### src/rtl/register_file_sequencer_pkg.sv
// Shared types for the register-file sequencer: micro-op codes, acc_in source
// selects, register-file register map and the illegal-operand predicate.
package register_file_sequencer_pkg;

  localparam logic [7:0] REG_ACC    = 8'd8;
  localparam logic [7:0] REG_STATUS = 8'd13;
  localparam logic [7:0] REG_RSVD0  = 8'd14;
  localparam logic [7:0] REG_RSVD1  = 8'd15;

  typedef enum logic [2:0] {
    OP_NOP   = 3'd0,
    OP_GET   = 3'd1,
    OP_PUT   = 3'd2,
    OP_ALU   = 3'd3,
    OP_LDI   = 3'd4,
    OP_LOAD  = 3'd5,
    OP_STORE = 3'd6
  } op_t;

  typedef enum logic [1:0] {
    SRC_NONE = 2'd0,
    SRC_ALU  = 2'd1,
    SRC_IMM  = 2'd2,
    SRC_DMEM = 2'd3
  } acc_src_t;

  // Register operand is passed zero-extended to 8 bits so the check is width-agnostic.
  function automatic logic is_illegal_reg(op_t op, logic [7:0] r);
    logic uses_reg;
    logic put_to_special;
    logic reserved;
    uses_reg       = (op == OP_GET) || (op == OP_PUT) || (op == OP_ALU);
    put_to_special = (op == OP_PUT) && ((r == REG_ACC) || (r == REG_STATUS));
    reserved       = (r == REG_RSVD0) || (r == REG_RSVD1);
    return put_to_special || (uses_reg && reserved);
  endfunction

endpackage

### src/rtl/register_file_sequencer_if.sv
// Decoder handshake, register-file strobes and data-memory handshake bundled
// into one interface; slave is the sequencer, master is the decode/memory side.
interface register_file_sequencer_if
  import register_file_sequencer_pkg::*;
#(
  parameter int DATA_W         = 8,
  parameter int REG_ADDR_WIDTH = 4
);

  logic                      op_valid;
  logic                      op_ready;
  logic [2:0]                op_code;
  logic [REG_ADDR_WIDTH-1:0] op_reg;
  logic [DATA_W-1:0]         op_imm;

  logic [REG_ADDR_WIDTH-1:0] reg_addr;
  logic                      acc_write_enable;
  logic                      read_get_to_acc;
  logic                      write_put_acc;
  logic                      read_data_output_enable;
  logic                      status_write_enable;
  acc_src_t                  acc_src;
  logic [DATA_W-1:0]         imm_out;

  logic                      dmem_req;
  logic                      dmem_we;
  logic                      dmem_ack;

  logic                      busy;
  logic                      err_illegal;
  logic                      err_timeout;

  modport slave (
    input  op_valid, op_code, op_reg, op_imm, dmem_ack,
    output op_ready, reg_addr, acc_write_enable, read_get_to_acc, write_put_acc,
           read_data_output_enable, status_write_enable, acc_src, imm_out,
           dmem_req, dmem_we, busy, err_illegal, err_timeout
  );

  modport master (
    output op_valid, op_code, op_reg, op_imm, dmem_ack,
    input  op_ready, reg_addr, acc_write_enable, read_get_to_acc, write_put_acc,
           read_data_output_enable, status_write_enable, acc_src, imm_out,
           dmem_req, dmem_we, busy, err_illegal, err_timeout
  );

endinterface

### src/rtl/register_file_sequencer_mem_wait_timer.sv
// Saturating up-counter for the memory wait; flags the final allowed wait cycle
// and the expired count so the sequencer can abort without the counter wrapping.
module mem_wait_timer #(
  parameter int MEM_TIMEOUT = 15
) (
  input  logic clk,
  input  logic reset,
  input  logic clear_i,
  input  logic en_i,
  output logic last_o,
  output logic expired_o
);

  localparam int TW = $clog2(MEM_TIMEOUT + 1);

  logic [TW-1:0] count_q, count_d;

  always_comb begin
    count_d = count_q;
    if (clear_i) begin
      count_d = '0;
    end else if (en_i && (count_q != TW'(MEM_TIMEOUT))) begin
      count_d = count_q + 1'b1;
    end
  end

  always_ff @(posedge clk or posedge reset) begin
    if (reset) begin
      count_q <= '0;
    end else begin
      count_q <= count_d;
    end
  end

  assign last_o    = (count_q == TW'(MEM_TIMEOUT - 1));
  assign expired_o = (count_q == TW'(MEM_TIMEOUT));

endmodule

### src/rtl/register_file_sequencer.sv
// Sequences one decoded micro-op at a time onto the register-file strobes and
// the acc_in source select, including the load/store handshake with data memory.
module register_file_sequencer
  import register_file_sequencer_pkg::*;
#(
  parameter int DATA_W         = 8,
  parameter int REG_ADDR_WIDTH = 4,
  parameter int MEM_TIMEOUT    = 15
) (
  input logic                      clk,
  input logic                      reset,
  register_file_sequencer_if.slave bus
);

  typedef enum logic [1:0] {
    S_IDLE = 2'd0,
    S_EXEC = 2'd1,
    S_MEM  = 2'd2
  } seq_state_t;

  seq_state_t                state_q, state_d;
  op_t                       op_q, op_d;
  logic [REG_ADDR_WIDTH-1:0] reg_q, reg_d;
  logic [DATA_W-1:0]         imm_q, imm_d;
  logic                      err_timeout_q, err_timeout_d;

  logic tmr_clear;
  logic tmr_en;
  logic tmr_last;
  logic tmr_expired;
  logic illegal;

  assign illegal = is_illegal_reg(op_q, 8'(reg_q));

  mem_wait_timer #(
    .MEM_TIMEOUT (MEM_TIMEOUT)
  ) u_mem_wait_timer (
    .clk       (clk),
    .reset     (reset),
    .clear_i   (tmr_clear),
    .en_i      (tmr_en),
    .last_o    (tmr_last),
    .expired_o (tmr_expired)
  );

  always_ff @(posedge clk or posedge reset) begin
    if (reset) begin
      state_q       <= S_IDLE;
      op_q          <= OP_NOP;
      reg_q         <= '0;
      imm_q         <= '0;
      err_timeout_q <= 1'b0;
    end else begin
      state_q       <= state_d;
      op_q          <= op_d;
      reg_q         <= reg_d;
      imm_q         <= imm_d;
      err_timeout_q <= err_timeout_d;
    end
  end

  always_comb begin
    state_d       = state_q;
    op_d          = op_q;
    reg_d         = reg_q;
    imm_d         = imm_q;
    err_timeout_d = 1'b0;
    tmr_clear     = 1'b0;
    tmr_en        = 1'b0;

    bus.op_ready                = 1'b0;
    bus.busy                    = (state_q != S_IDLE);
    bus.reg_addr                = '0;
    bus.acc_write_enable        = 1'b0;
    bus.read_get_to_acc         = 1'b0;
    bus.write_put_acc           = 1'b0;
    bus.read_data_output_enable = 1'b0;
    bus.status_write_enable     = 1'b0;
    bus.acc_src                 = SRC_NONE;
    bus.dmem_req                = 1'b0;
    bus.dmem_we                 = 1'b0;
    bus.err_illegal             = 1'b0;

    case (state_q)
      S_IDLE: begin
        bus.op_ready = 1'b1;
        if (bus.op_valid) begin
          op_d    = op_t'(bus.op_code);
          reg_d   = bus.op_reg;
          imm_d   = bus.op_imm;
          state_d = S_EXEC;
        end
      end

      S_EXEC: begin
        state_d   = S_IDLE;
        tmr_clear = 1'b1;
        if (illegal) begin
          bus.err_illegal = 1'b1;
        end else begin
          case (op_q)
            OP_GET: begin
              bus.reg_addr         = reg_q;
              bus.read_get_to_acc  = 1'b1;
              bus.acc_write_enable = 1'b1;
            end
            OP_PUT: begin
              bus.reg_addr      = reg_q;
              bus.write_put_acc = 1'b1;
            end
            OP_ALU: begin
              bus.reg_addr                = reg_q;
              bus.read_data_output_enable = 1'b1;
              bus.acc_src                 = SRC_ALU;
              bus.acc_write_enable        = 1'b1;
              bus.status_write_enable     = 1'b1;
            end
            OP_LDI: begin
              bus.acc_src          = SRC_IMM;
              bus.acc_write_enable = 1'b1;
            end
            OP_LOAD, OP_STORE: begin
              state_d = S_MEM;
            end
            default: ;
          endcase
        end
      end

      S_MEM: begin
        bus.dmem_req = 1'b1;
        bus.dmem_we  = (op_q == OP_STORE);
        tmr_en       = 1'b1;
        // Load data is only on acc_in during the ack cycle, so this strobe is ack-driven.
        if (bus.dmem_ack) begin
          if (op_q == OP_LOAD) begin
            bus.acc_src          = SRC_DMEM;
            bus.acc_write_enable = 1'b1;
          end
          state_d = S_IDLE;
        end else if (tmr_last || tmr_expired) begin
          err_timeout_d = 1'b1;
          state_d       = S_IDLE;
        end
      end

      default: begin
        state_d = S_IDLE;
      end
    endcase
  end

  assign bus.imm_out     = imm_q;
  assign bus.err_timeout = err_timeout_q;

endmodule

### src/flat_wrapper.sv
// flat-port wrapper written by rule: the top's interface ports become plain ports
module register_file_sequencer_flat import register_file_sequencer_pkg::*;
#(
  parameter int DATA_W         = 8,
  parameter int REG_ADDR_WIDTH = 4,
  parameter int MEM_TIMEOUT    = 15
)
  (clk, reset, bus_op_valid, bus_op_code, bus_op_reg, bus_op_imm, bus_dmem_ack, bus_op_ready, bus_reg_addr, bus_acc_write_enable, bus_read_get_to_acc, bus_write_put_acc, bus_read_data_output_enable, bus_status_write_enable, bus_acc_src, bus_imm_out, bus_dmem_req, bus_dmem_we, bus_busy, bus_err_illegal, bus_err_timeout);
  register_file_sequencer_if #(.DATA_W(DATA_W), .REG_ADDR_WIDTH(REG_ADDR_WIDTH)) bus_i ();
  input logic clk;
  input logic reset;
  input wire logic [$bits(bus_i.op_valid)-1:0] bus_op_valid;
  input wire logic [$bits(bus_i.op_code)-1:0] bus_op_code;
  input wire logic [$bits(bus_i.op_reg)-1:0] bus_op_reg;
  input wire logic [$bits(bus_i.op_imm)-1:0] bus_op_imm;
  input wire logic [$bits(bus_i.dmem_ack)-1:0] bus_dmem_ack;
  output wire logic [$bits(bus_i.op_ready)-1:0] bus_op_ready;
  output wire logic [$bits(bus_i.reg_addr)-1:0] bus_reg_addr;
  output wire logic [$bits(bus_i.acc_write_enable)-1:0] bus_acc_write_enable;
  output wire logic [$bits(bus_i.read_get_to_acc)-1:0] bus_read_get_to_acc;
  output wire logic [$bits(bus_i.write_put_acc)-1:0] bus_write_put_acc;
  output wire logic [$bits(bus_i.read_data_output_enable)-1:0] bus_read_data_output_enable;
  output wire logic [$bits(bus_i.status_write_enable)-1:0] bus_status_write_enable;
  output wire logic [$bits(bus_i.acc_src)-1:0] bus_acc_src;
  output wire logic [$bits(bus_i.imm_out)-1:0] bus_imm_out;
  output wire logic [$bits(bus_i.dmem_req)-1:0] bus_dmem_req;
  output wire logic [$bits(bus_i.dmem_we)-1:0] bus_dmem_we;
  output wire logic [$bits(bus_i.busy)-1:0] bus_busy;
  output wire logic [$bits(bus_i.err_illegal)-1:0] bus_err_illegal;
  output wire logic [$bits(bus_i.err_timeout)-1:0] bus_err_timeout;
  assign bus_i.op_valid = bus_op_valid;
  assign bus_i.op_code = bus_op_code;
  assign bus_i.op_reg = bus_op_reg;
  assign bus_i.op_imm = bus_op_imm;
  assign bus_i.dmem_ack = bus_dmem_ack;
  assign bus_op_ready = bus_i.op_ready;
  assign bus_reg_addr = bus_i.reg_addr;
  assign bus_acc_write_enable = bus_i.acc_write_enable;
  assign bus_read_get_to_acc = bus_i.read_get_to_acc;
  assign bus_write_put_acc = bus_i.write_put_acc;
  assign bus_read_data_output_enable = bus_i.read_data_output_enable;
  assign bus_status_write_enable = bus_i.status_write_enable;
  assign bus_acc_src = bus_i.acc_src;
  assign bus_imm_out = bus_i.imm_out;
  assign bus_dmem_req = bus_i.dmem_req;
  assign bus_dmem_we = bus_i.dmem_we;
  assign bus_busy = bus_i.busy;
  assign bus_err_illegal = bus_i.err_illegal;
  assign bus_err_timeout = bus_i.err_timeout;
  register_file_sequencer #(.DATA_W(DATA_W), .REG_ADDR_WIDTH(REG_ADDR_WIDTH), .MEM_TIMEOUT(MEM_TIMEOUT)) u_core (.clk(clk), .reset(reset), .bus(bus_i));
endmodule
### config.mk
export PLATFORM = sky130hd
export DESIGN_NAME = register_file_sequencer_flat
export DESIGN_NICKNAME = d
export VERILOG_FILES = /design/src/rtl/register_file_sequencer_pkg.sv /design/src/rtl/register_file_sequencer_if.sv /design/src/rtl/register_file_sequencer_mem_wait_timer.sv /design/src/rtl/register_file_sequencer.sv /design/src/flat_wrapper.sv
export SDC_FILE = /design/constraint.sdc
export NUM_CORES = 1
export LEC_CHECK = 0
export ABC_AREA = 1
export CORE_MARGIN = 2
export CORE_UTILIZATION = 43
export DETAILED_ROUTE_END_ITERATION = 10
export GPL_TIMING_DRIVEN = 0
export PLACE_DENSITY = 0.78
export SLEW_MARGIN = 10
export SYNTH_ARGS = -nofsm -noshare
export SYNTH_HDL_FRONTEND = slang
export SYNTH_SLANG_ARGS = --single-unit
### constraint.sdc
create_clock -name clk -period 1.88 [get_ports clk]
set_input_delay 0.188 -clock clk [delete_from_list [all_inputs] [get_ports clk]]
set_output_delay 0.188 -clock clk [all_outputs]
set_load 0.005 [all_outputs]
# Yosys cells after proc, flatten, opt, wreduce, memory -nomap -nowiden
# Cells that the tools add are included.
[totals]
reg_bits = 22
input_bits = 19
out_inout_bits = 25
word_cells = 80
[classes]
add_sub_neg = 1
n_eq_ne = 17
muxes = 39
n_reduce_logical = 17
[ops]
columns = ["cell", "n"]
rows = [
  ["equality test 4 bit, second input constant", 6],
  ["two-way mux 1 bit", 22],
  ["two-way mux 4 bit", 5],
  ["two-way mux 2 bit", 8],
  ["equality test 3 bit, second input constant", 3],
  ["case mux 2 bit (2 select lines)", 2],
  ["equality test 3 x 2 -> 1 bit, second input constant", 2],
  ["logical OR 1 bit", 6],
  ["case mux 2 bit (3 select lines)", 1],
  ["OR reduction 3 bit", 2],
  ["adder 4 x 1 -> 4 bit, second input constant", 1],
  ["inequality test 4 bit, second input constant", 1],
  ["AND reduction 2 bit", 2],
  ["nonzero test 2 bit", 2],
  ["equality test 3 x 1 -> 1 bit, second input constant", 1],
  ["logical AND 1 bit", 3],
  ["inequality test 3 x 2 -> 1 bit, second input constant", 1],
  ["equality test 2 x 1 -> 1 bit, second input constant", 1],
  ["equality test 2 bit, second input constant", 1],
  ["logical NOT 2 bit", 1],
  ["inequality test 2 bit, second input constant", 1],
  ["case mux 1 bit (2 select lines)", 1],
  ["OR reduction 2 bit", 1],
]

# Logic depth before layout (Yosys ltp)
# Gate-level depths: netlist of run 1.
[depth]
ltp_word = 7
ltp_mapped = 8
mapped_depth_nobuf = 8

# Hierarchy
# From an unflattened synthesis of run 1, not the netlist that was laid out.
[unflattened]
hier_cells = 142
hier_area_um2 = 1248.7
[modules_own_cells]
columns = ["mod", "instances", "cells_per_inst", "area_each_um2", "seq_area_each_um2"]
rows = [
  ["register_file_sequencer", 1, 109, 992.2, 450.4],
  ["mem_wait_timer", 1, 33, 256.5, 100.1],
]

# Worst setup path after synthesis of run 1
# Ideal clock, no wire load.
[synth_timing]
path_kind = "register to register"
from = "register u_core.state_q[0]"
to = "register u_core.imm_q[0] (netlist: u_core.bus.imm_out[0])"
setup_ps = 125
arrival_ps = 1255
t_required_ps = 1755
setup_slack_ps = 501
path_stages_with_launch = 6
path_buffers = 1
synth_period_minus_slack_ps = 1379
cell_sequence = "dfrtp_1 > inv_1 > ha_1 > nand2_1 > buf_2 > mux2_2"
[synth_between]
elab_chain_len = 2
[synth_rtl]
columns = ["item", "line_no", "rtl"]
rows = [
  ["from (decl)", "register_file_sequencer.sv:21", "seq_state_t state_q, state_d;"],
  ["from (signal assigned)", "register_file_sequencer.sv:54", "state_q <= state_d;"],
  ["logical NOT 2 bit", "register_file_sequencer.sv:84", "case (state_q)"],
  ["AND reduction 2 bit (no line)", "--", ""],
  ["to (signal assigned)", "register_file_sequencer.sv:57", "imm_q <= imm_d;"],
  ["to (decl)", "register_file_sequencer.sv:24", "logic [DATA_W-1:0] imm_q, imm_d;"],
]
# No other way between the ends.
# A chain may end at the register's enable or synchronous reset.

# Worst setup path after layout of run 1
[layout_timing]
from = "register u_core.op_q[0]"
to = "output port bus_acc_write_enable"
[layout_between]
elab_chain_len = 7
elab_cells_between_ends = 16
classes_between = "eq/ne: 5; mux: 5; reduce/logical: 6"
[layout_rtl]
columns = ["item", "line_no", "rtl"]
rows = [
  ["from (decl)", "register_file_sequencer.sv:22", "op_t op_q, op_d;"],
  ["from (signal assigned)", "register_file_sequencer.sv:55", "op_q <= op_d;"],
  ["equality test 3 x 1 -> 1 bit or equality test 3 x 2 -> 1 bit (tied branches)", "register_file_sequencer_pkg.sv:32, register_file_sequencer.sv:101, register_file_sequencer_pkg.sv:33", ""],
  ["logical OR 1 bit (2 in a row)", "register_file_sequencer_pkg.sv:32", "uses_reg = (op == OP_GET) || (op == OP_PUT) || (op == OP_ALU);"],
  ["logical AND 1 bit", "register_file_sequencer_pkg.sv:35", "return put_to_special || (uses_reg && reserved);"],
  ["logical OR 1 bit", "register_file_sequencer_pkg.sv:35", ""],
  ["two-way mux 1 bit", "register_file_sequencer.sv:98", "if (illegal) begin"],
  ["case mux 1 bit (2 select lines) (*)", "register_file_sequencer.sv:84", ""],
  ["to (decl)", "flat_wrapper.sv:19", "output wire logic [$bits(bus_i.acc_write_enable)-1:0] bus_acc_write_enable;"],
]
# Every way passes the cells marked *; elsewhere a longest branch is shown, timed or not.

==> reports/qor.yml, run 1 <==
status: "completed"
grt_max_degree: 23
period_needed_ns: 1.84
combPwrFrac: 0.604
cp.required_ns: 1.69
layout_worst_path_cycle_share: 0.978
firstDrtPassIters: 5
synth-seq-cells: 22
slew_headroom: 0.428
hold_class: "input port to asynchronous set/reset pin"
p_seq_frac: 0.274
die_x_um: 56.5
clk_latency_ns: 0.31
hold_slack_ns: 0.351
finalSetupViolations: 0
pin_count: 44
cap_viol_max_count: 0
grt.total_usage: 0.212
fp.dieH_um: 56.5
totalWireLength_mm: 3.22
gp_congestion: 0.810
vdd_ir_drop_max_mv: 1.08
postLayoutCoreUtil: 0.718
syn_inst: 136
power_density_nw_per_um2: 1560
critPathKind: "flop to primary output"
post-route-drc-count: 0
startpoint_type: "flop"
die-area_um2: 3190
worstMarginPinSlew_ns: 0.857
synth_area_um2: 1190
synthToLayoutAreaGrowth_pct: 62.7
post_synth_num_cell_types: 21
nets: 225
switchingPower_mw: 1.18
p_leak_nw: 0.909
fin_tns_setup_ns: 0
routedWlPerCell_um: 13.9
rows: 19
ff_latch_area_um2: 552
switching_share: 0.392
grt_pass1_wl_mm: 5.24
cts_max_path_buffers: 2
cts.clk_slew.worst_paths_ns: 0.13
rsz0062_at_grt: "yes"
vias: 1170
dpl_cell_area_um2: 1660
yosysSeqAreaShare: 0.464
synth_warnings: 0
cts_made_buffers: 3
overflow: 0
cp-end-kind: "primary output"
viasPerCell: 5.06
port_buffers: 43
drt_iter0_drc: 20
cts_num_sinks: 22
antenna_found_initial: 0
core_area_um2: 2690
postRouteAntennaNets: 0
drv_slew: 0
root_buffer: "clkbuf_4"
finalHoldViolCount: 0
fmax_ghz: 0.544
clock_skew_ns: 0.00155
fillers: 188
intPower_mw: 1.83
drive_above_1_share: 0.360
ctsHoldBuffers: 0
multi_input_area_um2: 648
final_area_um2: 1930
synth_area_per_cell_um2: 8.72
initial_utilization: 0.442
crit_arrival_ns: 1.65
synth_nets: 160
diodes: 0
htree_num_levels: 1
grt_pass1_vias: 1199
place_hpwl_mm: 2.19
path_max_fanout: 3
clkPwrFrac: 0.122
cts_tree: "done"
repair_timing:
| action | 4_1_cts | 5_1_grt |
|---|---|---|
| cloned | 0 | 0 |
| pin swaps | 3 | 6 |
| gates resized for setup | 26 | 36 |
| endpoints found under the setup margin | 13 | 11 |
| setup buffers | 15 | 2 |
sequential cells by signal, indices dropped and copies added, names as in the netlist:
register                         cells
u_core.bus.err_timeout               1
u_core.bus.imm_out                   8
u_core.op_q                          3
u_core.reg_q                         4
u_core.state_q                       2
u_core.u_mem_wait_timer.count_q      4
cell type report:
cell class / instances / area share
Buffer: 3 / 0.00908
Clock buffer: 3 / 0.0117
Clock inverter: 1 / 0.0156
Inverter: 21 / 0.0422
Multi-Input combinational cell: 90 / 0.336
Sequential cell: 22 / 0.286
Tap cell: 31 / 0.0201
Timing Repair Buffer: 60 / 0.280
power groups by stage:
stage | registers (mW) | logic [mW] | clock network (mW)
detailed placement | 0.843 | 1.34 | 0
CTS | 0.825 | 1.63 | 0.378
floorplan | 0.819 | 0.752 | 0
global route | 0.845 | 1.98 | 0.393
finish | 0.824 | 1.81 | 0.368
global placement | 0.824 | 1.30 | 0
Yosys cell counts:
library cell  count  area [um2]
dfrtp_1          22         551
nand3_2           1        10.0
nand3_4           1        17.5
nand2_1          16        60.1
nor2_1           19        71.3
o21ai_0           5        25.0
a211oi_1          1        7.51
nor2_2            1        6.26
nand3_1           9        45.0
nor3_1            4        20.0
inv_4             1        6.26
nand2_2           4        25.0
ha_1              5        62.6
a21oi_1          13        65.1
buf_2             2        10.0
a21oi_2           1        8.76
mux2_2            9         101
buf_4             1        7.51
inv_1            19        71.3
nand2_4           1        11.3
inv_2             1        3.75
layer usage:
metal	track usage	share of wire	vias up
li1	-	-	567
met5	0	0	-
met4	0.112	0.022	0
met3	0.0323	0.037	8
met1	0.250	0.39	562
met2	0.367	0.55	33
placed cells by master, fill, tap and decap left out:
| master | synthesis | layout |
|---|---|---|
| a21oi_2 | 1 | 4 |
| nand3_4 | 1 | 3 |
| nor3_1 | 4 | 3 |
| dfrtp_1 | 22 | 21 |
| clkbuf_2 | 0 | 7 |
| nand3_2 | 1 | 3 |
| buf_2 | 2 | 2 |
| ha_1 | 5 | 2 |
| ha_2 | 0 | 1 |
| nor2_4 | 0 | 2 |
| o21ai_0 | 5 | 5 |
| buf_6 | 0 | 2 |
| ha_4 | 0 | 2 |
| dlymetal6s2s_1 | 0 | 1 |
| nand2_1 | 16 | 15 |
| nor3_2 | 0 | 1 |
| nor2_2 | 1 | 3 |
| clkbuf_4 | 0 | 3 |
| dfrtp_2 | 0 | 1 |
| inv_1 | 19 | 16 |
| clkdlybuf4s15_1 | 0 | 3 |
| a211oi_1 | 1 | 1 |
| nand2_4 | 1 | 3 |
| buf_4 | 1 | 16 |
| mux2_2 | 9 | 9 |
| nand2_2 | 4 | 3 |
| inv_4 | 1 | 1 |
| nor2_1 | 19 | 15 |
| dlygate4sd2_1 | 0 | 3 |
| inv_2 | 1 | 4 |
| a21oi_1 | 13 | 10 |
| buf_12 | 0 | 1 |
| nand3_1 | 9 | 5 |
| clkdlybuf4s50_1 | 0 | 28 |
| bufinv_16 | 0 | 1 |
critical path: stages, from the launching register on:
cell	delay (ns)
dfrtp_2	0.43
buf_4	0.15
buf_4	0.14
nor2_2	0.10
nand3_2	0.12
nand2_1	0.07
nand3_1	0.08
a21oi_2	0.12
clkbuf_2	0.12
stage by stage:
| stage | power [mW] | cells | setup slack [ns] |
|---|---|---|---|
| after floorplan | 1.57 | 136 | 0.501 |
| after global placement | 2.12 | 210 | -0.0735 |
| after detailed placement | 2.18 | 210 | -0.124 |
| after CTS | 2.83 | 229 | -0.0670 |
| after global routing | 3.22 | 231 | -0.0504 |
| final | 3.01 | 231 | 0.0418 |
final timing paths:
check | depth (start not counted) | start | endpoint | slack [ns]
max | 8 | u_core.op_q[0]$_DFFE_PP0P_ | bus_acc_write_enable | 0.04
max in group asynchronous | 2 | reset | u_core.op_q[0]$_DFFE_PP0P_ | 0.95
min | 2 | reset | u_core.bus.imm_out[0]$_DFFE_PP0P_ | 0.35
min reg2reg | 1 | u_core.u_mem_wait_timer.count_q[3]$_DFFE_PP0P_ | u_core.u_mem_wait_timer.count_q[3]$_DFFE_PP0P_ | 0.52
min in group clk | 3 | bus_op_reg[2] | u_core.reg_q[2]$_DFFE_PP0P_ | 0.44
max reg2reg | 6 | u_core.state_q[0]$_DFFE_PP0P_ | u_core.bus.imm_out[2]$_DFFE_PP0P_ | 0.19
cells by family (layout without fill, tap and decap cells):
| group | after synthesis | count (layout) | synth area share |
|---|---|---|---|
| and+or+nand+nor | 56 | 56 | 0.225 |
| buffers and inverters | 24 | 88 | 0.0833 |
| DFF | 22 | 22 | 0.464 |
| muxes | 9 | 9 | 0.0854 |
| adders and majority gates | 5 | 5 | 0.0527 |
| AOI/OAI and AO/OA | 20 | 20 | 0.0897 |
(Power assumes the default switching activity.)
==> run 2: changes to the inputs <==
--- a/config.mk
+++ b/config.mk
@@ -7,10 +7,12 @@
 export LEC_CHECK = 0
 export ABC_AREA = 1
 export CORE_MARGIN = 2
-export CORE_UTILIZATION = 43
+export CORE_UTILIZATION = 49
+export CTS_BUF_LIST = sky130_fd_sc_hd__clkbuf_4
 export DETAILED_ROUTE_END_ITERATION = 10
 export GPL_TIMING_DRIVEN = 0
-export PLACE_DENSITY = 0.78
+export PLACE_DENSITY = 0.87
+export SETUP_SLACK_MARGIN = 0.2
 export SLEW_MARGIN = 10
 export SYNTH_ARGS = -nofsm -noshare
 export SYNTH_HDL_FRONTEND = slang
==> constraint.sdc (replaced) <==
create_clock -name clk -period 2.2 [get_ports clk]
set_input_delay 0.22 -clock clk [delete_from_list [all_inputs] [get_ports clk]]
set_output_delay 0.22 -clock clk [all_outputs]
set_load 0.005 [all_outputs]
==> run 2 against run 1 <==
Effect of this change: via count did not move; clock power fell by 14%; core utilization rose by 10 points; clock-buffer cell count did not move; critical endpoint is now bus_dmem_we; largest power group unchanged; largest cell class unchanged; sequential cell count did not move; die area fell by 11%; clock skew rose by 0.0031 ns; critical path type unchanged; combinational power fell by 25%.
==> reports/qor.yml, run 2 (synthesis results as in run 1) <==
p_leak_nw: 0.978  # +7.5%
layout_common_cells: "clkdlybuf4s50_1 (30), dfrtp_1 (21), nor2_1 (18), nand2_1 (15), inv_1 (15)"
critPathKind: "flop to primary output"
htree_num_levels: 1  # unchanged
multi_input_area_um2: 591  # -8.9%
routedWlPerCell_um: 14.2  # +1.9%
path_max_fanout: 4  # +1
cap_viol_max_count: 0  # unchanged
diodes: 0  # unchanged
gp_congestion: 0.805  # -0.65%
grt_pass1_wl_mm: 4.68  # -11%
rsz0062_at_grt: "yes"
root_buffer: "clkbuf_4"
drv_slew: 0  # unchanged
postRouteAntennaNets: 0  # unchanged
dp.cells: 207  # -1.4%
clk_latency_ns: 0.32  # about the same
period_needed_ns: 1.97
cts_tree: "done"
ff_latch_area_um2: 552  # unchanged
cts.clk_slew.worst_paths_ns: 0.12  # about the same
power_density_nw_per_um2: 1290  # -17%
rows: 17  # -2
fin_tns_setup_ns: 0  # unchanged
cts_max_path_buffers: 2  # unchanged
slew_headroom: 0.444  # +0.0160
nets: 220  # -2.2%
overflow: 0  # unchanged
ctsHoldBuffers: 0  # unchanged
layout_worst_path_cycle_share: 0.893
drive_above_1_share: 0.267  # -0.0933
grt.total_usage: 0.234  # +0.0225
post-route-drc-count: 0  # unchanged
grt_max_degree: 23  # unchanged
clock_skew_ns: 0.00464  # +0.00309 ns
place_hpwl_mm: 2.24  # +2.1%
hold_slack_ns: 0.357  # +0.00584 ns
fillers: 136  # -28%
fmax_ghz: 0.509
antenna_found_initial: 0  # unchanged
postLayoutCoreUtil: 0.821  # +0.103
largest_register_ff_count: 8  # unchanged
firstDrtPassIters: 5  # unchanged
cp-end-kind: "primary output"
viasPerCell: 5.25  # +3.6%
die_x_um: 53.2  # -5.9%
vdd_ir_drop_max_mv: 0.883  # -18%
cts_made_buffers: 3  # unchanged
cp.required_ns: 1.98  # +0.29 ns
worst_slack_ns: 0.235  # +0.193 ns
hold_class: "input port to asynchronous set/reset pin"
cts_num_sinks: 22  # unchanged
initial_utilization: 0.526  # +0.0845
worstMarginPinSlew_ns: 0.833  # -0.0240 ns
final_common_cell: "clkdlybuf4s50_1"
pre_cts_ws_ns: 0.146  # +0.270 ns
crit_arrival_ns: 1.75  # +0.10 ns
finalSetupViolations: 0  # unchanged
die-area_um2: 2830  # -11%
finalHoldViolCount: 0  # unchanged
port_buffers: 43  # unchanged
startpoint_type: "flop"
pin_count: 44  # unchanged
totalWireLength_mm: 3.16  # -1.6%
drt_iter0_drc: 26  # +30%
instances_no_fill: 223  # -3.5%
synthToLayoutAreaGrowth_pct: 56.1
status: "completed"
vias: 1170  # unchanged
grt_pass1_vias: 1109  # -7.5%
core_area_um2: 2250  # -16%
fp.dieH_um: 53.2  # -5.9%
-- run 2: changes by cell type in the layout (fill, tap and decap cells not counted), moves of 3 or more --
cell / delta
nor2_1: +3
clkbuf_2: -5
dlymetal6s2s_1: +6
clkdlybuf4s15_1: -3
buf_4: -3
nand3_1: +4
-- run 2: layout make-up --
class,count,share of cell area
repair buffers,55,0.282
multi-input cells,90,0.319
clock inverters,1,0.0162
well taps,28,0.0189
flip-flops and latches,22,0.298
clock buffers,3,0.0122
inverters,21,0.0439
plain buffers,3,0.00946
-- run 2: final timing paths --
check | startpoint | endpoint | slack, ns | cells past startpoint
worst max-delay path | u_core.state_q[1]$_DFFE_PP0P_ | bus_dmem_we | 0.23 | 6
worst min-delay path | reset | u_core.u_mem_wait_timer.count_q[2]$_DFFE_PP0P_ | 0.36 | 2
worst max register to register | u_core.state_q[0]$_DFFE_PP0P_ | u_core.bus.imm_out[0]$_DFFE_PP0P_ | 0.52 | 6
worst min register to register | u_core.u_mem_wait_timer.count_q[3]$_DFFE_PP0P_ | u_core.u_mem_wait_timer.count_q[3]$_DFFE_PP0P_ | 0.52 | 1
max in group asynchronous | reset | u_core.op_q[0]$_DFFE_PP0P_ | 1.28 | 2
min in group clk | bus_op_reg[2] | u_core.reg_q[2]$_DFFE_PP0P_ | 0.45 | 3
-- run 2: report_power, final --
group / total, mW / leakage, nW / switching, mW / internal [mW]
logic: 1.35 / 0.685 / 0.652 / 0.699
clock network: 0.317 / 0.0279 / 0.133 / 0.184
registers: 0.719 / 0.265 / 0.142 / 0.577
total: 2.39 / 0.978 / 0.927 / 1.46
-- run 2: repair_timing --
action                                  4_1_cts  5_1_grt
buffers inserted                              7        5
gates resized for setup                      13       20
pin swaps                                     3        8
endpoints found under the setup margin       13       11
hold endpoints to repair                      0        0
-- run 2: stage by stage --
stage               total power [mW]  cell area [um2]
detailed placement              1.87             1650
floorplan                       1.34             1190
global route                    2.57             1850
CTS                             2.29             1780
global placement                1.81             1650
finish                          2.39             1850
-- run 2: per-layer routing --
layer | GRT usage | vias to the layer above | part of all wire
li1 | - | 557 | -
met1 | 0.237 | 551 | 0.36
met2 | 0.447 | 47 | 0.54
met3 | 0.0452 | 15 | 0.060
met4 | 0.115 | 0 | 0.040
met5 | 0 | - | 0
-- run 2: worst max-delay path: stages (launching register included) --
cell             delay, ns
dfrtp_1               0.39
buf_4                 0.12
buf_4                 0.10
ha_4                  0.15
inv_2                 0.06
nor2_1                0.10
clkdlybuf4s50_1       0.51
==> run 3: changes to the inputs <==
--- a/config.mk
+++ b/config.mk
@@ -6,6 +6,7 @@
 export NUM_CORES = 1
 export LEC_CHECK = 0
 export ABC_AREA = 1
+export CORE_ASPECT_RATIO = 1.4
 export CORE_MARGIN = 2
 export CORE_UTILIZATION = 49
 export CTS_BUF_LIST = sky130_fd_sc_hd__clkbuf_4
==> run 3 against run 2 <==
Effect of this change: clock-buffer cell count unchanged; clock power is 44% lower; sequential share of layout area decreased by 0.36 points; sequential power shrank 0.6%; critical path type unchanged; largest cell class is now non-clock buffers; largest power group unchanged.
==> reports/qor.yml, run 3 (synthesis results as in run 1) <==
clkPwrFrac: 0.075  # -0.058
viasPerCell: 5.16  # -1.7%
r2r_end: "u_core.bus.imm_out[4]$_DFFE_PP0P_"
clk_latency_ns: 0.29  # -0.03 ns
status: "completed"
r2r_start: "u_core.state_q[1]$_DFFE_PP0P_"
fin_tns_setup_ns: 0  # unchanged
postRouteAntennaNets: 0  # unchanged
finalHoldViolCount: 0  # unchanged
drive_above_1_share: 0.297  # +0.0304
hold_slack_ns: 0.362  # +0.00432 ns
grt_pass1_vias: 1177  # +6.1%
cts_made_buffers: 3  # unchanged
period_needed_ns: 1.94  # -0.0226 ns
gp_congestion: 0.787  # -2.2%
root_buffer: "clkbuf_4"
drv_slew: 0  # unchanged
power_density_nw_per_um2: 1270  # -1.7%
rsz0062_at_grt: "yes"
diodes: 0  # unchanged
nets: 227  # +3.2%
antenna_found_initial: 0  # unchanged
firstDrtPassIters: 4  # -1
place_hpwl_mm: 2.18  # -2.8%
synthToLayoutAreaGrowth_pct: 58.0
intPower_mw: 1.42  # -2.6%
cp_slowest_cell: "dfrtp_1"
vdd_ir_drop_max_mv: 0.917  # +3.9%
cp-end-kind: "primary output"
cts_max_path_buffers: 2  # unchanged
final_common_cell: "clkdlybuf4s50_1"
switchingPower_mw: 0.952  # +2.6%
critPathKind: "flop to primary output"
switching_share: 0.401  # +0.0124
ff2ff_setup_slack_ns: 0.56  # +0.04 ns
crit_end: "bus_acc_src[1]"
finalSetupViolations: 0  # unchanged
core_area_um2: 2340  # +3.7%
cp.required_ns: 1.98  # about the same
grt_pass1_wl_mm: 4.97  # +6.2%
combPwrFrac: 0.624  # +0.058
vias: 1161  # -0.77%
die-area_um2: 2840  # +0.20%
slew_headroom: 0.466  # +0.0220
cts_tree: "done"
fmax_ghz: 0.515  # +1.2%
htree_num_levels: 1  # unchanged
totalWireLength_mm: 3.32  # +5.0%
p_leak_nw: 0.998  # +2.1%
path_max_fanout: 3  # -1
cp-startpoint: "u_core.op_q[1]$_DFFE_PP0P_"
overflow: 0  # unchanged
postLayoutCoreUtil: 0.801  # -0.0198
cpPeakStageDelay_ns: 0.43  # -0.08 ns
rr_worst_depth: 6  # unchanged
totalPowerFinal_mw: 2.38  # -0.54%
layout_common_cells: "clkdlybuf4s50_1 (30), dfrtp_1 (21), buf_4 (20), nor2_1 (18), inv_1 (16)"
rows: 21  # +4
grt_max_degree: 23  # unchanged
hold_class: "input port to asynchronous set/reset pin"
layout_worst_path_cycle_share: 0.883  # -0.0103
fp.dieH_um: 62.2  # +17%
pin_count: 44  # unchanged
p_seq_frac: 0.301  # about the same
cts.clk_slew.worst_paths_ns: 0.11  # about the same
post-route-drc-count: 0  # unchanged
cap_viol_max_count: 0  # unchanged
drt_iter0_drc: 40  # +54%
worstMarginPinSlew_ns: 0.801  # -0.0330 ns
clock_skew_ns: 0.000675  # -0.00397 ns
grt.total_usage: 0.232  # -0.00211
cts_num_sinks: 22  # unchanged
largest_register_ff_count: 8  # unchanged
initial_utilization: 0.507  # -0.0189
die_x_um: 45.6  # -14%
port_buffers: 43  # unchanged
routedWlPerCell_um: 14.8  # +4.0%
startpoint_type: "flop"
crit_arrival_ns: 1.72  # -0.03 ns
fillers: 134  # -1.5%
path_cells: "buf_4 > inv_2 > nand3_1 > nor2_1 > nand2_1 > a21oi_1 > clkdlybuf4s15_1"
[run 3: cell count changes in the layout (fill, tap and decap cells not counted), sizes merged]
cell / previous run / this run
clkinv: 0 / 1
clkdlybuf4s15: 0 / 1
dlygate4sd2: 4 / 3
bufinv: 1 / 0
buf: 15 / 22
[run 3: critical path, delay by kind of cell (launching register included)]
kind	cells	cell delay (ns)
flip-flops	1	0.43
buffers and inverters	3	0.49
AND/OR/NAND/NOR	3	0.30
AO/OA/AOI/OAI	1	0.21
[run 3: through the flow]
step / cell area, um2 / cells / setup slack [ns]
3_5_place_dp: 1650 / 202 / 0.139
6_report: 1870 / 225 / 0.258
3_3_place_gp: 1650 / 202 / 0.236
4_1_cts: 1780 / 218 / 0.0781
2_1_floorplan: 1190 / 136 / 0.803
5_1_grt: 1870 / 225 / 0.143
[run 3: worst min path at each step]
| stage | start | endpoint | slack, ns | depth (start not counted) |
|---|---|---|---|---|
| after global routing | reset | u_core.u_mem_wait_timer.count_q[1]$_DFFE_PP0P_ | 0.47 | 2 |
| final | reset | u_core.u_mem_wait_timer.count_q[0]$_DFFE_PP0P_ | 0.36 | 2 |
| after detailed placement | u_core.bus.imm_out[7]$_DFFE_PP0P_ | u_core.bus.imm_out[7]$_DFFE_PP0P_ | 0.50 | 1 |
| after CTS | reset | u_core.bus.imm_out[7]$_DFFE_PP0P_ | 0.39 | 2 |
| after global placement | u_core.u_mem_wait_timer.count_q[3]$_DFFE_PP0P_ | u_core.u_mem_wait_timer.count_q[3]$_DFFE_PP0P_ | 0.47 | 1 |
| after floorplan | reset | u_core.bus.err_timeout$_DFF_PP0_ | 0.21 | 1 |
[run 3: what timing repair did]
item / in CTS / in global routing
gates resized for setup: 15 / 19
hold endpoints to repair: 0 / 0
hold buffers: 0 / 0
pin swaps: 4 / 1
endpoints found under the setup margin: 12 / 12
buffers inserted: 12 / 7
[run 3: final cells by class]
cell class / instances / area (um2) / area share
Sequential cell: 22 / 552 / 0.294
Timing Repair Buffer: 62 / 577 / 0.308
Inverter: 21 / 81.3 / 0.0434
Multi-Input combinational cell: 90 / 592 / 0.316
Clock buffer: 3 / 22.5 / 0.0120
Clock inverter: 1 / 3.75 / 0.00200
Buffer: 3 / 17.5 / 0.00935
Tap cell: 23 / 28.8 / 0.0154
[run 3: layer usage]
metal	GRT usage	vias up	part of all wire
met3	0.0378	8	0.045
met5	0	-	0
met2	0.394	51	0.56
li1	-	567	-
met1	0.277	535	0.37
met4	0.0919	0	0.020
[run 3: power groups by stage]
stage / sequential (mW) / clock, mW / combinational [mW]
finish: 0.715 / 0.179 / 1.48
global route: 0.728 / 0.206 / 1.61
CTS: 0.709 / 0.187 / 1.31
detailed placement: 0.718 / 0 / 1.14
global placement: 0.703 / 0 / 1.11
floorplan: 0.700 / 0 / 0.643
==> variant 1, RTL diff (config.mk and constraints of run 3) <==
Re-encode `seq_state_t` (3 states) as one-hot, 3 bits wide.
--- a/src/rtl/register_file_sequencer.sv
+++ b/src/rtl/register_file_sequencer.sv
@@ -13,8 +13,8 @@
 );
 
-  typedef enum logic [1:0] {
-    S_IDLE = 2'd0,
-    S_EXEC = 2'd1,
-    S_MEM  = 2'd2
+  typedef enum logic [2:0] {
+    S_IDLE = 3'b001,
+    S_EXEC = 3'b010,
+    S_MEM  = 3'b100
   } seq_state_t;
 
Function: same outputs for any inputs over 10 cycles, from zero or initial values and one cycle with reset high; not proved beyond that.
==> variant 1 against run 3 <==
- sequential cell count is 1 higher
- setup slack worse by 29 ps
- critical path type unchanged
- synthesized area is 0.74% higher
- die area is 0.69% higher
- critical path depth is 3 lower
- core utilization is 0.097 points lower
- cell area is 1.0% higher
- largest power group unchanged
- wire length is 3.8% higher
- clock power is 18% higher
- total power is 12% lower
==> variant 1: results (changes against run 3) <==
metric;value;unit;change
outcome;completed;;
CTS resizes;24;;+9
Leakage;1.03;nW;+2.9%
met1 usage;0.313;;+0.0360
Arr. time, crit path;1750;ps;+30 ps
M1 WL;1400;um;+14%
placer congestion estimate;0.815;;+3.6%
r2r startpoint;u_core.state_q[2];;
average vias per placed instance;5.27;;+2.1%
Peak VDD IR;0.00108;V;+17%
Mapped Cells;154;;+13%
R2R setup slack;630;ps;+70 ps
initial DRC count;48;;+20%
Worst R2R End;u_core.op_q[0];;
share of cells above drive strength 1;0.232;;-0.0652
sw frac;0.398;;-0.00298
Synth warnings;0;;unchanged
Inst Count DP;220;;+8.9%
met3 WL post-DR;172;um;+15%
power share of the clock group;0.102;;+0.027
later-pin clock latency in the skew report;310;ps;+20 ps
register share of total power;0.363;;+0.062
Worst-path clk slew;150;ps;+40 ps
top cells by count, synth;nand2_1, dfrtp_1, inv_1;;
Final min period;1970;ps;+28.9 ps
Area contributors post-synth;dfrtp_1, nand2_1, inv_1;;
Synth cell types;26;;+24%
WL/cell;14.2;um;-3.9%
largest net degree at the start of global routing;24;;+4.3%
GRT Util Overall;0.233;;+0.000253
dpl hpwl;2130;um;-2.0%
met3 GRT Util;0.0289;;-0.00889
postcts setup bufs;10;;-2
worst slew pin tran;880;ps;+79.5 ps
M2 GR Usage;0.377;;-0.0176
Clk power;0.212;mW;+18%
TritonRoute pass-1 iters;4;;unchanged
vias in the first global route;1181;;+0.34%
placed cell areas;1650;um2;+0.53%
Setup WS pre-CTS;303;ps;+164 ps
CP Capture Point;bus_busy;;
global-route wire length before repair;5150;um;+3.6%
met2 WL;1790;um;-4.6%
Seq/Total Area, Yosys;0.483;;+0.0186
syn nets;175;;+9.4%
Register-to-Register Path Depth;8;;+2
skew final;21.6;ps;+20.9 ps
variant 1: changes by cell type in the layout (fill, tap and decap cells not counted), moves of 3 or more:
cell | run 3 | this run
clkdlybuf4s15_1 | 1 | 4
a21oi_1 | 13 | 0
nor2_1 | 18 | 9
nor3_4 | 0 | 3
inv_1 | 16 | 13
mux2_2 | 9 | 0
dlymetal6s2s_1 | 7 | 4
buf_6 | 0 | 3
nand2_1 | 15 | 58
nand4_1 | 0 | 4
o21ai_1 | 0 | 7
nand2_2 | 5 | 1
inv_2 | 4 | 7
variant 1: area by class of cell:
type	count	area [um2]
sequential	23	581
timing repair buffer	62	577
multi-input combinational	107	568
fill	148	472
inverter	21	78.8
clock buffer	4	30.0
buffer	3	30.0
tap	23	28.8
variant 1: cell families (layout without fill, tap and decap cells):
group	after synthesis	count (layout)	synth area share
and+or+nand+nor	91	91	0.340
buffers and inverters	24	90	0.0911
xor gates and xnor gates	1	1	0.00733
DFF	23	23	0.483
adders and majority gates	2	2	0.0209
AOI/OAI and AO/OA	13	13	0.0576
variant 1: worst min-delay path by stage:
| stage | start | to | slack (ps) | cells past startpoint |
|---|---|---|---|---|
| final | reset | u_core.reg_q[1] | 380 | 2 |
| after global routing | bus_op_reg[3] | u_core.reg_q[3] | 440 | 3 |
| after CTS | reset | u_core.op_q[0] | 420 | 2 |
| after detailed placement | u_core.bus.imm_out[6] | u_core.bus.imm_out[6] | 470 | 2 |
| after global placement | u_core.bus.imm_out[0] | u_core.bus.imm_out[0] | 460 | 2 |
| after floorplan | reset | u_core.bus.err_timeout | 220 | 1 |
variant 1: worst max-delay path: stages (launching register included):
cell             delay (ps)
dfrtp_2                 470
buf_4                   160
nor3_4                  230
inv_1                   100
clkdlybuf4s50_1         470
==> variant 2, RTL diff (flow settings as in run 3) <==
Made on the original files. `DATA_W` is set to 8 in 3 places; all go to 7.
--- a/src/rtl/register_file_sequencer_if.sv
+++ b/src/rtl/register_file_sequencer_if.sv
@@ -4,5 +4,5 @@
   import register_file_sequencer_pkg::*;
 #(
-  parameter int DATA_W         = 8,
+  parameter int DATA_W         = 7,
   parameter int REG_ADDR_WIDTH = 4
 );
--- a/src/rtl/register_file_sequencer.sv
+++ b/src/rtl/register_file_sequencer.sv
@@ -4,5 +4,5 @@
   import register_file_sequencer_pkg::*;
 #(
-  parameter int DATA_W         = 8,
+  parameter int DATA_W         = 7,
   parameter int REG_ADDR_WIDTH = 4,
   parameter int MEM_TIMEOUT    = 15
--- a/src/flat_wrapper.sv
+++ b/src/flat_wrapper.sv
@@ -2,5 +2,5 @@
 module register_file_sequencer_flat import register_file_sequencer_pkg::*;
 #(
-  parameter int DATA_W         = 8,
+  parameter int DATA_W         = 7,
   parameter int REG_ADDR_WIDTH = 4,
   parameter int MEM_TIMEOUT    = 15
Ports: changed (resized bus_imm_out and bus_op_imm); port bits go from 44 to 42. No check against the original RTL was run, so the function may have changed too.
==> variant 2 against run 3 <==
- non-clock buffer count shrank 9
- wire length shrank 2.0%
- total power shrank 4.4%
- sequential cell count shrank 1
- combinational power shrank 7%
- synthesized area shrank 1.9%
- clock power grew 10%
- setup slack lost 110 ps
- cell area shrank 5.0%
- largest cell class is now multi-input gates
==> variant 2: results (changes against run 3) <==
metric;value;unit;change
met3 GRT Util;0.0147;;-0.0231
Synth cell types;21;;unchanged
postcts setup bufs;7;;-5
met2 WL;1780;um;-5.3%
outcome;completed;;
top cells by count, synth;dfrtp_1, nand2_1, inv_1;;
fillcell total;138;;+3.0%
dpl hpwl;2210;um;+1.6%
TritonRoute pass-1 iters;4;;unchanged
Register-to-Register Path Depth;7;;+1
CP max FO;3;;unchanged
worst slew pin tran;790;ps;-10.9 ps
vias in the first global route;1082;;-8.1%
share of cells above drive strength 1;0.268;;-0.0286
clk buf depth;2;;unchanged
H-tree levels;1;;unchanged
met3 WL post-DR;169;um;+13%
final max-slew violation count;0;;unchanged
later-pin clock latency in the skew report;290;ps;about the same
initial DRC count;46;;+15%
vias;1162;;+0.086%
placed cell areas;1600;um2;-2.7%
largest net degree at the start of global routing;22;;-4.3%
met1 usage;0.262;;-0.0159
syn nets;155;;-3.1%
max incr delay on CP;530;ps;+100 ps
register share of total power;0.309;;+0.008
CTS resizes;17;;+2
WL final;3260;um;-2.0%
slowest CP cell;clkdlybuf4s50_1;;
max reg flops;7;;-1
skew final;2.27;ps;+1.60 ps
power share of the clock group;0.087;;+0.012
ant diodes;0;;unchanged
global-route wire length before repair;4700;um;-5.4%
Synth warnings;0;;unchanged
ys async rst share;1.00;;unchanged
Arr. time, crit path;1830;ps;+110 ps
Setup WS pre-CTS;134;ps;-5.52 ps
Area contributors post-synth;dfrtp_1, mux2_1, nand2_1;;
CTS Root Cell;clkbuf_4;;
initial antenna violation count;0;;unchanged
Seq/Total Area, Yosys;0.452;;-0.0125
hold crit path type;in -> async;;
M1 WL;1190;um;-2.9%
Leakage;0.886;nW;-11%
Peak VDD IR;0.000781;V;-15%
sw frac;0.426;;+0.0254
Worst-path clk slew;110;ps;about the same
clock buffer count from CTS;3;;unchanged
R2R setup slack;570;ps;
M2 GR Usage;0.427;;+0.0322
GRT Util Overall;0.233;;+0.00115
placer congestion estimate;0.791;;+0.51%
Worst R2R End;u_core.reg_q[1];;
Synth Flop Type;dfrtp_1;;
Final #Nets;214;;-5.7%
hold_buf cts;0;;unchanged
number of buffers added on ports;41;;-4.7%
Worst path top cell family by delay;buffers and inverters;;
[variant 2: cell count changes after synthesis, moves of 3 or more]
cell,before,now
inv_1,19,15
inv_2,1,4
o21ai_1,0,6
mux2_2,9,0
nor2_2,1,6
nor2_1,19,14
mux2_1,0,9
o21ai_0,5,0
[variant 2: cell type report]
class                           instances  area, um2  share of cell area
Multi-Input combinational cell         89        602               0.338
Sequential cell                        21        528               0.297
Timing Repair Buffer                   54        504               0.283
Inverter                               20       76.3              0.0429
Clock buffer                            4       30.0              0.0169
Tap cell                               22       27.5              0.0155
Buffer                                  2       12.5             0.00703
[variant 2: worst max-delay path by stage]
| stage | slack [ps] | start | cells past startpoint | end |
|---|---|---|---|---|
| global placement | 210 | u_core.state_q[1] | 8 | bus_status_write_enable |
| CTS | 30 | u_core.state_q[1] | 8 | bus_status_write_enable |
| finish | 150 | u_core.state_q[1] | 5 | bus_read_get_to_acc |
| global route | 70 | u_core.state_q[1] | 5 | bus_read_get_to_acc |
| detailed placement | 130 | u_core.state_q[1] | 8 | bus_status_write_enable |
| floorplan | 760 | u_core.state_q[1] | 7 | bus_status_write_enable |
[variant 2: cells by family (layout without fill, tap and decap cells)]
logic type	count (synthesis)	after routing	synth area share
mux	9	9	0.0871
fa+ha+maj	5	5	0.0538
flops	21	21	0.452
simple gates	57	57	0.253
compound gates	18	18	0.0796
buf+inv	22	80	0.0753
[variant 2: metrics by stage]
| step | hold slack, ps | power (mW) | std cells |
|---|---|---|---|
| after detailed placement | 487 | 1.82 | 195 |
| after global routing | 441 | 2.42 | 212 |
| after CTS | 403 | 2.10 | 206 |
| after global placement | 474 | 1.75 | 195 |
| after floorplan | 197 | 1.32 | 132 |
| final | 372 | 2.27 | 212 |
